### src/rtl/stopwatch_pkg.sv
`default_nettype none
// stopwatch_pkg: shared state encoding and clock/tick constants for the stopwatch control stage.
// Rev 1.0
package stopwatch_pkg;

  typedef enum logic [1:0] {
    IDLE  = 2'd0,
    RUN   = 2'd1,
    PAUSE = 2'd2
  } sw_state_t;

  localparam int CLK_HZ            = 100_000_000;
  localparam int TICK_HZ           = 100;
  localparam int DEFAULT_DIV       = CLK_HZ / TICK_HZ;
  localparam int DEFAULT_DB_CYCLES = 1_000_000;

  // Width of a 0..n-1 counter, never narrower than one bit.
  function automatic int cnt_width(input int n);
    return (n <= 2) ? 1 : $clog2(n);
  endfunction

endpackage
`default_nettype wire

### src/rtl/stopwatch_ctrl_if.sv
`default_nettype none
// stopwatch_ctrl_if: button inputs and counter-chain control outputs of the stopwatch control stage.
// Rev 1.0
interface stopwatch_ctrl_if;

  logic btn_startstop;
  logic btn_clear;
  logic tick_enb;
  logic clr;
  logic running;

  modport master (
    output btn_startstop,
    output btn_clear,
    input  tick_enb,
    input  clr,
    input  running
  );

  modport slave (
    input  btn_startstop,
    input  btn_clear,
    output tick_enb,
    output clr,
    output running
  );

endinterface
`default_nettype wire

### src/rtl/btn_debounce.sv
`default_nettype none
// btn_debounce: 2-flop synchroniser, stable-level debouncer and registered rising-edge press pulse.
// Rev 1.0
module btn_debounce
  import stopwatch_pkg::*;
#(
  parameter int DB_CYCLES = DEFAULT_DB_CYCLES
) (
  input  logic clk,
  input  logic rst,
  input  logic btn_raw,
  output logic level,
  output logic press
);

  localparam int            CW       = cnt_width(DB_CYCLES);
  localparam logic [CW-1:0] CNT_LAST = CW'(DB_CYCLES - 1);

  logic          sync1;
  logic          sync2;
  logic          level_d;
  logic [CW-1:0] cnt;

  always_ff @(posedge clk) begin
    if (rst) begin
      sync1   <= 1'b0;
      sync2   <= 1'b0;
      level   <= 1'b0;
      level_d <= 1'b0;
      press   <= 1'b0;
      cnt     <= '0;
    end else begin
      sync1   <= btn_raw;
      sync2   <= sync1;
      level_d <= level;
      press   <= level & ~level_d;
      // Any sample agreeing with the accepted level restarts the stability window.
      if (sync2 != level) begin
        if (cnt == CNT_LAST) begin
          level <= sync2;
          cnt   <= '0;
        end else begin
          cnt <= cnt + CW'(1);
        end
      end else begin
        cnt <= '0;
      end
    end
  end

endmodule
`default_nettype wire

### src/rtl/stopwatch_ctrl.sv
`default_nettype none
// stopwatch_ctrl: debounced start/stop and clear buttons driving an IDLE/RUN/PAUSE FSM and tick prescaler.
// Rev 1.0
module stopwatch_ctrl
  import stopwatch_pkg::*;
#(
  parameter int DIV       = DEFAULT_DIV,
  parameter int DB_CYCLES = DEFAULT_DB_CYCLES
) (
  input  logic clk,
  input  logic rst,
  stopwatch_ctrl_if.slave bus
);

  localparam int            PW         = cnt_width(DIV);
  localparam logic [PW-1:0] PRESC_LAST = PW'(DIV - 1);

  logic ss_level;
  logic ss_press;
  logic clr_level;
  logic clr_press;
  logic unused_levels;

  sw_state_t     state;
  sw_state_t     state_nxt;
  logic [PW-1:0] presc;
  logic [PW-1:0] presc_nxt;
  logic          clr_q;
  logic          running_q;

  btn_debounce #(.DB_CYCLES(DB_CYCLES)) u_db_startstop (
    .clk     (clk),
    .rst     (rst),
    .btn_raw (bus.btn_startstop),
    .level   (ss_level),
    .press   (ss_press)
  );

  btn_debounce #(.DB_CYCLES(DB_CYCLES)) u_db_clear (
    .clk     (clk),
    .rst     (rst),
    .btn_raw (bus.btn_clear),
    .level   (clr_level),
    .press   (clr_press)
  );

  assign unused_levels = ss_level ^ clr_level;

  always_comb begin
    state_nxt = state;
    presc_nxt = presc;

    case (state)
      IDLE:    if (ss_press) state_nxt = RUN;
      RUN:     if (ss_press) state_nxt = PAUSE;
      PAUSE:   if (ss_press) state_nxt = RUN;
      default: state_nxt = IDLE;
    endcase
    // Clear wins over a simultaneous start/stop press.
    if (clr_press) state_nxt = IDLE;

    // PAUSE simply holds, preserving the fractional tick.
    if (clr_press || (state == IDLE)) begin
      presc_nxt = '0;
    end else if (state == RUN) begin
      presc_nxt = (presc == PRESC_LAST) ? '0 : presc + PW'(1);
    end
  end

  always_ff @(posedge clk) begin
    if (rst) begin
      state     <= IDLE;
      presc     <= '0;
      clr_q     <= 1'b0;
      running_q <= 1'b0;
    end else begin
      state     <= state_nxt;
      presc     <= presc_nxt;
      clr_q     <= clr_press;
      running_q <= (state == RUN);
    end
  end

  assign bus.tick_enb = (state == RUN) && (presc == PRESC_LAST);
  assign bus.clr      = clr_q;
  assign bus.running  = running_q;

endmodule
`default_nettype wire

### src/flat_wrapper.sv
// flat-port wrapper written by rule: the top's interface ports become plain ports
module stopwatch_ctrl_flat import stopwatch_pkg::*;
#(
  parameter int DIV       = DEFAULT_DIV,
  parameter int DB_CYCLES = DEFAULT_DB_CYCLES
)
  (clk, rst, bus_btn_startstop, bus_btn_clear, bus_tick_enb, bus_clr, bus_running);
  stopwatch_ctrl_if bus_i ();
  input  logic clk;
  input  logic rst;
  input wire logic [$bits(bus_i.btn_startstop)-1:0] bus_btn_startstop;
  input wire logic [$bits(bus_i.btn_clear)-1:0] bus_btn_clear;
  output wire logic [$bits(bus_i.tick_enb)-1:0] bus_tick_enb;
  output wire logic [$bits(bus_i.clr)-1:0] bus_clr;
  output wire logic [$bits(bus_i.running)-1:0] bus_running;
  assign bus_i.btn_startstop = bus_btn_startstop;
  assign bus_i.btn_clear = bus_btn_clear;
  assign bus_tick_enb = bus_i.tick_enb;
  assign bus_clr = bus_i.clr;
  assign bus_running = bus_i.running;
  stopwatch_ctrl #(.DIV(DIV), .DB_CYCLES(DB_CYCLES)) u_core (.clk(clk), .rst(rst), .bus(bus_i));
endmodule
### config.mk
export PLATFORM = sky130hd
export DESIGN_NAME = stopwatch_ctrl_flat
export DESIGN_NICKNAME = d
export VERILOG_FILES = /design/src/rtl/stopwatch_pkg.sv /design/src/rtl/stopwatch_ctrl_if.sv /design/src/rtl/btn_debounce.sv /design/src/rtl/stopwatch_ctrl.sv /design/src/flat_wrapper.sv
export SDC_FILE = /design/constraint.sdc
export NUM_CORES = 1
export LEC_CHECK = 0
export ABC_AREA = 1
export BUFFER_PORTS_ARGS = -buffer_cell sky130_fd_sc_hd__buf_2
export CORE_AREA = 2 2 81 83
export DETAILED_ROUTE_END_ITERATION = 10
export DIE_AREA = 0 0 83 85
export GPL_ROUTABILITY_DRIVEN = 0
export GPL_TIMING_DRIVEN = 0
export PLACE_DENSITY = 0.76
export SKIP_CTS_REPAIR_TIMING = 1
export SLEW_MARGIN = 20
export SYNTH_ARGS = -nofsm -noshare
export SYNTH_HDL_FRONTEND = slang
export SYNTH_SLANG_ARGS = --single-unit
### constraint.sdc
create_clock -name clk -period 1.93 [get_ports clk]
set_clock_uncertainty 0.2 [all_clocks]
set_input_delay 0.2895 -clock clk [delete_from_list [all_inputs] [get_ports clk]]
set_output_delay 0.2895 -clock clk [all_outputs]
set_load 0.02 [all_outputs]
* Word-level counts from Yosys, hierarchy flattened
Index checks and enable logic that the tools add are counted.
** Word-level totals
- Input bits :: 4
- Bits in registers :: 74
** Cells by class
- Bitwise gates (word level) :: 6
- Add/subtract/negate cells :: 3
- Equality and inequality tests :: 9
- Mux-type cells :: 4
- Reduce and logical (&&, ||, !) cells :: 11
** Operators by type and width (count)
- $add A20 B1 Y20 const B :: 3
- $eq A20 B20 Y1 const B :: 3
- $mux W20 :: 1
- $reduce_and A2 Y1 :: 3
- $reduce_or A2 Y1 :: 3
- $reduce_or A3 Y1 :: 2
- $mux W2 :: 2
- $not A1 Y1 :: 4
- $pmux W2 S2 :: 1
- $and A1 B1 Y1 :: 2
- $eq A2 B1 Y1 const B :: 1
- $eq A2 B2 Y1 const B :: 1
- $logic_not A2 Y1 :: 1
- $ne A1 B1 Y1 :: 2
- $ne A2 B1 Y1 const B :: 1
- $ne A2 B2 Y1 const B :: 1
- $logic_and A1 B1 Y1 :: 1
- $logic_or A1 B1 Y1 :: 1

* Logic depth before layout (Yosys ltp)
Gate-level depths: netlist of run 1.
- Word-level depth :: 4
- Gate-level depth with buffers :: 9
- Depth with buffers taken out :: 9

* Modules after synthesis
A second synthesis of run 1 with hierarchy kept.
** Unflattened totals
- Cells, all modules :: 534
- Area total of the unflattened synthesis :: 3802.4 sq um
** Modules (own cells, without submodules)
- btn_debounce :: cells each 165, sequential area each 500.5 sq um, area each 1224.9 sq um, times used 2
- stopwatch_ctrl :: cells each 204, sequential area each 480.5 sq um, area each 1352.5 sq um, times used 1

* Worst setup path after synthesis of run 1
Ideal clock, no wire load.
- Path type :: register to register
- Start point :: reg u_core.u_db_clear.cnt[0]
- End point :: reg u_core.u_db_clear.cnt[11]
- Stages on the path, launching flop included :: 10
- Required time :: 1.615 ns
- Slack :: 0.236 ns
- Arrival :: 1.379 ns
- Buffers on the path :: 1
- Library setup time :: 0.115 ns
- Cell sequence :: dfxtp_1 ha_1 nand2_2 nor2_4 nand2_2 nor2_4 nand3_4 nand2_4 buf_12 nor2_2
** On the way
- Longest elaborated chain between the ends :: 2
** RTL lines
- start, declared :: line btn_debounce.sv:22 : logic [CW-1:0] cnt;
- start signal, assigned :: line btn_debounce.sv:43 : cnt <= cnt + CW'(1);
- branches (longest 2 deep; another with $add A20 B1 Y20)
Several ways; the timed one is not identified.
A chain may end at the register's enable or synchronous reset.

* Worst setup path in the final report of run 1
- Start point :: reg u_core.presc[0]
- End point :: out bus_tick_enb
** On the way
- Longest elaborated chain between the ends :: 2
** RTL lines
- start, declared :: line stopwatch_ctrl.sv:26 : logic [PW-1:0] presc;
- start signal, assigned :: line stopwatch_ctrl.sv:78 : presc <= presc_nxt;
- $eq A20 B20 Y1 :: line stopwatch_ctrl.sv:84 : assign bus.tick_enb = (state == RUN) && (presc == PRESC_LAST);
- $logic_and A1 B1 Y1 :: line stopwatch_ctrl.sv:84
- end, declared :: line flat_wrapper.sv:13 : output wire logic [$bits(bus_i.tick_enb)-1:0] bus_tick_enb;
No other way between the ends.

==> run summary, run 1 <==
Run status - finished with violations
Failing checks - hold timing
Metal3 WL - 284 um
Final Setup Violations - 0
Synth-to-layout area growth - 11.8%
Hold Path Class - input port to flip-flop
Clk network pwr share - 42.4%
Hold Violations, Final - 1
Diode count - 0
Top cells by area, synth - dfxtp_1, nand2_1, nor2_1, inv_1, nand3_1
CP max FO - 4
Worst Setup Start Kind - flip-flop
WHS Path Cells - 3
Synth Area in XOR/XNOR - 5.06%
Met1 wire length - 3650 um
Post-DP HPWL - 5330 um
Yosys Warn Count - 0
First drt pass iteration count - 5
Post-synth EDFFs - 0
Max VDD drop - 0.463 mV
Row Count - 29
Initial antenna violation count - 0
Switching share of power - 21.5%
Total number of vias - 3239
Die height - 85 um
Adder-cell area share of the yosys netlist - 1.03%
Cell Pwr Density - 670 nW/um^2
Largest family of logic cells by synthesized area - simple AND/OR/NAND/NOR gates
First DRT Iteration DRCs - 177
Place WS - 0.0246 ns
Slew @ Worst Pin - 0.478 ns
CTS buffer count - 9
Met2 routed WL - 3380 um
Min cycle time layout - 1.87 ns
Register area share after synthesis - 40.7%
Port-buffer cells - 6
Leakage power - 1.34 nW
Highest clock rate - 536 MHz
Uppermost layer routed - met4
Simple-Gate Fraction of Synth Area - 39.3%
Syn Inst Count - 528
Final period utilization - 96.7%
Die area - 7060 um^2
Nets - 558
Clk_lat worst skew - 0.34 ns
Antenna Nets Post-Route - 0
GRT Util Overall - 21.3%
Layout cells sized above 1 - 12.2%
Worst endpoint required time - 1.44 ns
Ys flop type - dfxtp_1
DRC - 0
Hold endpoint - u_core.u_db_clear.sync1
Global-route wire length before repair - 12400 um
Post-synthesis compound-gate area fraction - 6.26%
CTS tree - built
Worst r2r dst - u_core.u_db_clear.cnt[9]
Internal power - 2.14 mW
Hold WS - -0.0147 ns
R2R cell count - 9
Setup TNS - 0 ns
IO Pins - 7
Combinational power share - 1.4%
Final WS setup - 0.0646 ns
Slew HR - 67.9%
Slew Viols, Final - 0
WL/cell - 11.7 um
Crit path kind - flip-flop to output pin
Largest net degree at the start of global routing - 13
Worst r2r src - u_core.u_db_clear.cnt[0]
RSZ-0062 raised after global routing - yes
Drt via density - 5.12
H-tree depth - 3
Dominant cell type by area after synthesis - dfxtp_1
CTS Buffer Depth - 2
Die W - 83 um
Vias in the first global route - 2836
Post-synth ARST share - 0%
Top-area cell type share of the netlist area - 40.7%
Initial Util - 58.6%
Yosys cell types - 31
Mux share of post-synthesis cell area - 0%
CTS root buf - clkbuf_8
NetSw - 587 uW
Clock sink count - 74
Setup crit end kind - output pin
Synthesized area - 3640 um^2
Fin util - 65.5%
Syn Nets - 535
Hold_sp - bus_btn_clear
#FFs+latches synth - 74
Avg Inst Size Synth - 6.89 um^2
MaxCap Viol Count - 0
CP arrival - 1.38 ns
Placed instance area - 3760 um^2
Flop2flop setup slack - 0.12 ns
CORE AREA - 6200 um^2
WL final - 7400 um
Gr ovfl total - 0
Sequential cell fraction of total power - 56.2%
Final instance area - 4070 um^2
Worst-path clk slew - 0.07 ns
-- Yosys cell counts, types with 3 or more instances --
library cell	count
xor2_1	13
a21oi_1	25
o21bai_1	3
nand2_2	6
nor2_4	3
o21ai_0	9
nand3b_1	7
nand3_1	34
ha_1	3
dfxtp_1	74
nand4_1	13
nor3_1	8
xnor2_1	8
or2_2	4
inv_1	63
nor2_1	108
nor2_2	13
nand2_1	119
-- final cells by class --
class / instances / area (um^2)
fillers: 552 / 2140
multi-input cells: 386 / 1920
flip-flops and latches: 74 / 1490
inverters: 64 / 248
clock buffers: 11 / 131
well taps: 77 / 96.3
repair buffers: 12 / 82.6
clock inverters: 5 / 55.1
plain buffers: 4 / 38.8
-- metrics by stage --
step	cells	power (mW)
finish	633	2.72
global route	633	2.82
CTS	627	2.74
detailed placement	611	1.60
global placement	611	1.60
floorplan	528	1.59
-- worst max path at each step --
stage | start | end | slack (ns) | cells past startpoint
final | u_core.presc[0] | bus_tick_enb | 0.06 | 6
after global routing | u_core.state[1] | bus_tick_enb | -0.03 | 8
after CTS | u_core.state[1] | bus_tick_enb | -0.21 | 8
after detailed placement | u_core.u_db_clear.cnt[0] | u_core.u_db_clear.cnt[11] | 0.02 | 9
after global placement | u_core.u_db_clear.cnt[0] | u_core.u_db_clear.cnt[9] | 0.05 | 9
after floorplan | u_core.u_db_clear.cnt[0] | u_core.u_db_clear.cnt[11] | 0.24 | 9
-- critical path, stage by stage, from the launching register on --
cell	delay, ns
dfxtp_2	0.38
ha_4	0.16
nand3_1	0.08
nor2_1	0.13
nand3_2	0.10
inv_1	0.06
buf_4	0.13
-- cell usage in the layout (no fill, tap or decap), types with 7 or more instances in the layout --
| cell type | count |
|---|---|
| inv_1 | 62 |
| xor2_1 | 13 |
| nor3_1 | 7 |
| nand3b_1 | 7 |
| xnor2_1 | 8 |
| buf_4 | 7 |
| dfxtp_1 | 69 |
| a21oi_1 | 25 |
| nand4_1 | 13 |
| nor2_1 | 107 |
| nand2_1 | 119 |
| clkbuf_8 | 9 |
| o21ai_0 | 9 |
| nor2_2 | 14 |
| nand3_1 | 34 |
-- sequential cells by signal (all words and copies together) (netlist names), 2 cells and up --
register and count:
u_core.u_db_clear.cnt 20, u_core.presc 20, u_core.state 2, u_core.u_db_startstop.cnt 20
-- power groups by stage --
stage	Combinational [mW]	Clock [mW]	Sequential, mW
after floorplan	0.0220	0	1.57
after global placement	0.0330	0	1.57
after detailed placement	0.0335	0	1.57
after CTS	0.0336	1.18	1.53
after global routing	0.0422	1.25	1.53
final	0.0375	1.16	1.53
-- metal layers --
metal | GRT usage [%] | vias to the layer above
met1 | 28.8 | 1462
met4 | 5.66 | 0
met2 | 34.6 | 61
met5 | 0 | -
li1 | - | 1708
met3 | 4.96 | 8
-- kinds of logic (layout without fill, tap and decap cells) --
family                   count (synthesis)  in the layout
buffers and inverters                   68             96
adder cells (fa/ha/maj)                  3              3
XOR/XNOR                                21             21
flip-flops                              74             74
AND/OR/NAND/NOR                        320            320
AO/OA/AOI/OAI                           42             42
(Power assumes the default switching activity.)
==> run 2, diff against run 1 <==
Settings changed: CELL_PAD_IN_SITES_DETAIL_PLACEMENT set to 0, CELL_PAD_IN_SITES_GLOBAL_PLACEMENT set to 1, CORE_AREA 2 2 81 83 to 2 2 93 95, DIE_AREA 0 0 83 85 to 0 0 95 97, PLACE_DENSITY 0.76 to unset, PLACE_DENSITY_LB_ADDON set to 0.1.
==> run 2 against run 1 <==
Compared with the run above:
- the run now ends clean
- global-route usage decreased by 3.6 points
- sequential share of layout area decreased by 0.56 points
- sequential cell count unchanged
- routed wire length increased by 2.5%
- cell count increased by 4.4%
- power increased by 7.8%
- worst hold slack improved by 0.086 ns
==> run summary, run 2 (same netlist as run 1, synthesis figures left out) <==
Run status - finished clean
Clock sink count - 74 (unchanged)
Initial Util - 44.7% (-14 points)
Worst setup path startpoint - u_core.presc[0]
Top cell family by delay on the critical path - simple AND/OR/NAND/NOR gates
Die area - 9220 um^2 (+31%)
Switching share of power - 22.3% (+0.74 points)
Final instance area - 4140 um^2 (+1.7%)
Die height - 97 um (+14%)
Diode count - 0 (unchanged)
Worst path slowest cell - dfxtp_2
Most frequent cells in the layout - nand2_1, nor2_1, dfxtp_1
Port-buffer cells - 6 (unchanged)
Highest clock rate - 518 MHz (-3.3%)
Max VDD drop - 0.305 mV (-34%)
Clk_lat worst skew - 0.35 ns (about the same)
CTS Buffer Depth - 2 (unchanged)
WL final - 7590 um (+2.5%)
Gr ovfl total - 0 (unchanged)
Placed instance area - 3800 um^2 (+0.93%)
Largest net degree at the start of global routing - 15 (+2)
CTS buffer count - 9 (unchanged)
Slew @ Worst Pin - 0.796 ns (+0.318 ns)
H-tree depth - 3 (unchanged)
Worst-path clk slew - 0.08 ns (about the same)
Cell Pwr Density - 710 nW/um^2 (+5.9%)
Most common cell after layout, fill and taps aside - nand2_1
CTS tree - built
Total power - 2.94 mW (+7.8%)
IO Pins - 7 (unchanged)
GRT Util Overall - 17.7% (-3.6 points)
DRC - 0 (unchanged)
Die W - 95 um (+14%)
Worst Setup Start Kind - flip-flop
Worst r2r src - u_core.state[0]
Largest regs - u_core.presc (20), u_core.u_db_clear.cnt (20), u_core.u_db_startstop.cnt (20)
Drt via density - 4.75 (-7.2%)
Final Setup Violations - 0 (unchanged)
Post-DP HPWL - 5670 um (+6.4%)
Row Count - 33 (+14%)
Hold Path Class - input port to flip-flop
WL/cell - 11.5 um (-1.9%)
Global-route wire length before repair - 13000 um (+4.0%)
Layout cells sized above 1 - 12.8% (+0.54 points)
Setup crit end kind - output pin
Fillcell total - 832 (+51%)
Final period utilization - 100% (+3.3 points)
Nets - 558 (unchanged)
Clk network pwr share - 46.6% (+4.2 points)
Leakage power - 1.36 nW (+0.88%)
NetSw - 654 uW (+11%)
Flop2flop setup slack - 0.04 ns (-0.08 ns)
Initial antenna violation count - 0 (unchanged)
CP Cell Sequence - ha_2 > nand3_1 > nor2_2 > nand3_2 > inv_2 > buf_4
RSZ-0062 raised after global routing - yes
Combinational power share - 1.3% (about the same)
Buf/Inv on CP - 2 (unchanged)
Sequential cell fraction of total power - 52.1% (-4.1 points)
Vias in the first global route - 2791 (-1.6%)
Antenna Nets Post-Route - 0 (unchanged)
CP max FO - 5 (+1)
Worst r2r dst - u_core.presc[17]
CORE AREA - 8130 um^2 (+31%)
Synth-to-layout area growth - 13.7%
CP arrival - 1.44 ns (+0.06 ns)
CTS root buf - clkbuf_8
First DRT Iteration DRCs - 142 (-20%)
Hold Violations, Final - 0 (-1)
Worst endpoint required time - 1.44 ns (about the same)
First drt pass iteration count - 4 (-1)
Min cycle time layout - 1.93 ns (+0.0643 ns)
Slew HR - 46.6% (-21 points)
Stages on worst setup path - 6 (unchanged)
Crit path kind - flip-flop to output pin
Internal power - 2.28 mW (+6.8%)
Max stage delay on crit path - 0.35 ns (-0.03 ns)
R2R cell count - 4 (-5)
Total number of vias - 3139 (-3.1%)
Slew Viols, Final - 0 (unchanged)
Critical Path End - bus_tick_enb
MaxCap Viol Count - 0 (unchanged)
## run 2: tightest hold or removal path: stages
cell	delay, ns
buf_2	0.11
inv_1	0.08
nand2_1	0.07
nor2_1	0.03
## run 2: area by class of cell
type,count,area (um^2),area share (%)
multi-input combinational,386,1910,46.2
sequential,74,1490,36.1
inverter,64,250,6.05
tap,105,131,3.18
clock buffer,9,124,2.99
clock inverter,7,101,2.45
timing repair buffer,12,85.1,2.06
buffer,4,38.8,0.938
## run 2: metrics by stage
step                      utilization (%)   TNS (ns)  instances  setup slack [ns]  hold slack [ns]
final                                50.9          0        661          0.000335           0.0716
after global routing                 50.9      -1.09        661            -0.144           0.0856
after CTS                            49.5     -0.274        655            -0.250          -0.0673
after detailed placement             46.7  -0.000302        639         -0.000302            0.181
after global placement               46.7          0        639            0.0132            0.175
after floorplan                         -          0        528             0.236            0.173
## run 2: metal layers
layer  global-route usage, %  vias up  share of wire, %
li1                        -     1714                 -
met1                    25.7     1378                52
met2                    25.9       35                44
met3                    3.35       12               2.5
met4                    6.35        0               1.6
met5                       0        -                 0
## run 2: power by group through the flow
stage | registers, mW | logic (mW) | clock network (mW)
global route | 1.53 | 0.0415 | 1.47
global placement | 1.57 | 0.0319 | 0
detailed placement | 1.57 | 0.0320 | 0
finish | 1.53 | 0.0370 | 1.37
CTS | 1.53 | 0.0322 | 1.41
floorplan | 1.57 | 0.0220 | 0
## run 2: worst min-delay path by stage
stage,start,end,slack [ns],cells past startpoint
after floorplan,u_core.u_db_clear.level_d,u_core.u_db_clear.press,0.17,1
after global placement,u_core.u_db_clear.level_d,u_core.u_db_clear.press,0.18,1
after detailed placement,u_core.u_db_clear.level_d,u_core.u_db_clear.press,0.18,1
after CTS,bus_btn_startstop,u_core.u_db_startstop.sync1,-0.07,3
after global routing,rst,u_core.u_db_startstop.level,0.09,4
final,rst,u_core.u_db_startstop.level,0.07,4
==> run 3, diff against run 2 <==
Settings changed: REMOVE_ABC_BUFFERS set to 1.
==> run 3 against run 2 <==
Compared with the run above:
- clock-buffer cell count unchanged
- design area increased by 3.1%
- critical path type unchanged
- combinational power decreased by 4%
- first-iteration DRC count decreased by 32%
- critical path depth increased by 2
- sequential power about the same
- critical endpoint unchanged
==> run summary, run 3 (same netlist as run 1, synthesis figures left out) <==
WL final - 7990 um (+5.3%)
Cell Pwr Density - 665 nW/um^2 (-6.3%)
IO Pins - 7 (unchanged)
WL/cell - 12.0 um (+4.5%)
MaxCap Viol Count - 0 (unchanged)
Total power - 2.84 mW (-3.4%)
Highest clock rate - 539 MHz (+4.0%)
Post-DP HPWL - 5460 um (-3.7%)
Slew Viols, Final - 0 (unchanged)
CP Cell Sequence - inv_4 > nand2_8 > inv_8 > nand2_4 > nor2_4 > nand3_4 > inv_2 > buf_6
Final period utilization - 96.1% (-3.8 points)
Worst path slowest cell - dfxtp_4
Setup crit end kind - output pin
Global-route wire length before repair - 13000 um (+0.11%)
Total number of vias - 3265 (+4.0%)
Fin util - 52.4% (+1.6 points)
Row Count - 33 (unchanged)
Die height - 97 um (unchanged)
Final instance area - 4270 um^2 (+3.1%)
Port-buffer cells - 6 (unchanged)
Largest regs - u_core.presc (20), u_core.u_db_clear.cnt (20), u_core.u_db_startstop.cnt (20)
Flop2flop setup slack - 0.12 ns (+0.08 ns)
First drt pass iteration count - 4 (unchanged)
Largest net degree at the start of global routing - 21 (+6)
FF+latch area - 1510 um^2 (+1.2%)
Layout cells sized above 1 - 17.3% (+4.5 points)
GRT Util Overall - 17.5% (-0.16 points)
Leakage power - 1.41 nW (+3.9%)
Max stage delay on crit path - 0.36 ns (about the same)
Die area - 9220 um^2 (unchanged)
Antenna Nets Post-Route - 0 (unchanged)
Most frequent cells in the layout - nand2_1, nor2_1, dfxtp_1
Most common cell after layout, fill and taps aside - nand2_1
Diode count - 0 (unchanged)
DRC - 0 (unchanged)
CORE AREA - 8130 um^2 (unchanged)
Gr ovfl total - 0 (unchanged)
Initial antenna violation count - 0 (unchanged)
CTS buffer count - 9 (unchanged)
Synth-to-layout area growth - 17.2%
Hold WS - 0.0637 ns (-0.00786 ns)
CTS root buf - clkbuf_8
CP max FO - 5 (unchanged)
Multi-input gate area - 2040 um^2 (+6.8%)
Hold Violations, Final - 0 (unchanged)
Worst Setup Start Kind - flip-flop
H-tree depth - 3 (unchanged)
Drt via density - 4.90 (+3.2%)
Slew HR - 44.2% (-2.4 points)
CTS tree - built
Clk_lat worst skew - 0.36 ns (about the same)
CP arrival - 1.37 ns (-0.07 ns)
Worst endpoint required time - 1.44 ns (about the same)
Die W - 95 um (unchanged)
Max VDD drop - 0.339 mV (+11%)
Vias in the first global route - 2889 (+3.5%)
Number of instances in the placed design - 635 (-0.63%)
Clock sink count - 74 (unchanged)
Place WS - -0.255 ns (-0.254 ns)
Worst-path clk slew - 0.09 ns (about the same)
Fillcell total - 825 (-0.84%)
Hold Path Class - input port to flip-flop
Run status - finished clean
Setup TNS - 0 ns (unchanged)
Final Setup Violations - 0 (unchanged)
Slew @ Worst Pin - 0.837 ns (+0.0411 ns)
RSZ-0062 raised after global routing - yes
CTS Buffer Depth - 2 (unchanged)
First DRT Iteration DRCs - 97 (-32%)
Nets - 563 (+0.90%)
Min cycle time layout - 1.86 ns (-0.0743 ns)
Final cell count without fillers - 666 (+0.76%)
Final WS setup - 0.0746 ns (+0.0743 ns)
Crit path kind - flip-flop to output pin
Placed instance area - 3760 um^2 (-1.0%)
Initial Util - 44.7% (unchanged)
==> run 3: worst max-delay path: cells and delay by family (launching register included) <==
kind | cells | cell delay [ns]
flip-flops | 1 | 0.36
buffers and inverters | 4 | 0.32
AND/OR/NAND/NOR | 4 | 0.33
==> run 3: layout make-up <==
type | count | area share [%]
clock inverters | 7 | 1.94
well taps | 105 | 3.08
multi-input cells | 390 | 47.9
flip-flops and latches | 74 | 35.4
clock buffers | 9 | 2.90
inverters | 64 | 5.87
repair buffers | 17 | 2.90
==> run 3: per-layer routing <==
metal / GRT usage, % / part of all wire [%] / wire length [um]
met5: 0 / 0 / 0
met4: 5.24 / 1.2 / 99
met3: 4.44 / 3.2 / 256
met2: 26.6 / 45 / 3620
met1: 24.4 / 50 / 4010
==> run 3: worst paths after layout <==
| kind | start | endpoint | cells past startpoint |
|---|---|---|---|
| hold reg to reg | u_core.u_db_clear.level_d | u_core.u_db_clear.press | 1 |
| hold / removal | rst | u_core.bus.clr | 2 |
| setup / recovery | u_core.state[1] | bus_tick_enb | 8 |
| setup reg to reg | u_core.u_db_clear.cnt[0] | u_core.u_db_clear.cnt[18] | 8 |
==> run 3: report_power, final <==
part	switching, mW	total [mW]	internal [mW]
Combinational	0.0236	0.0355	0.0118
Sequential	0.00234	1.53	1.52
Clock	0.655	1.27	0.620
Total	0.681	2.84	2.15
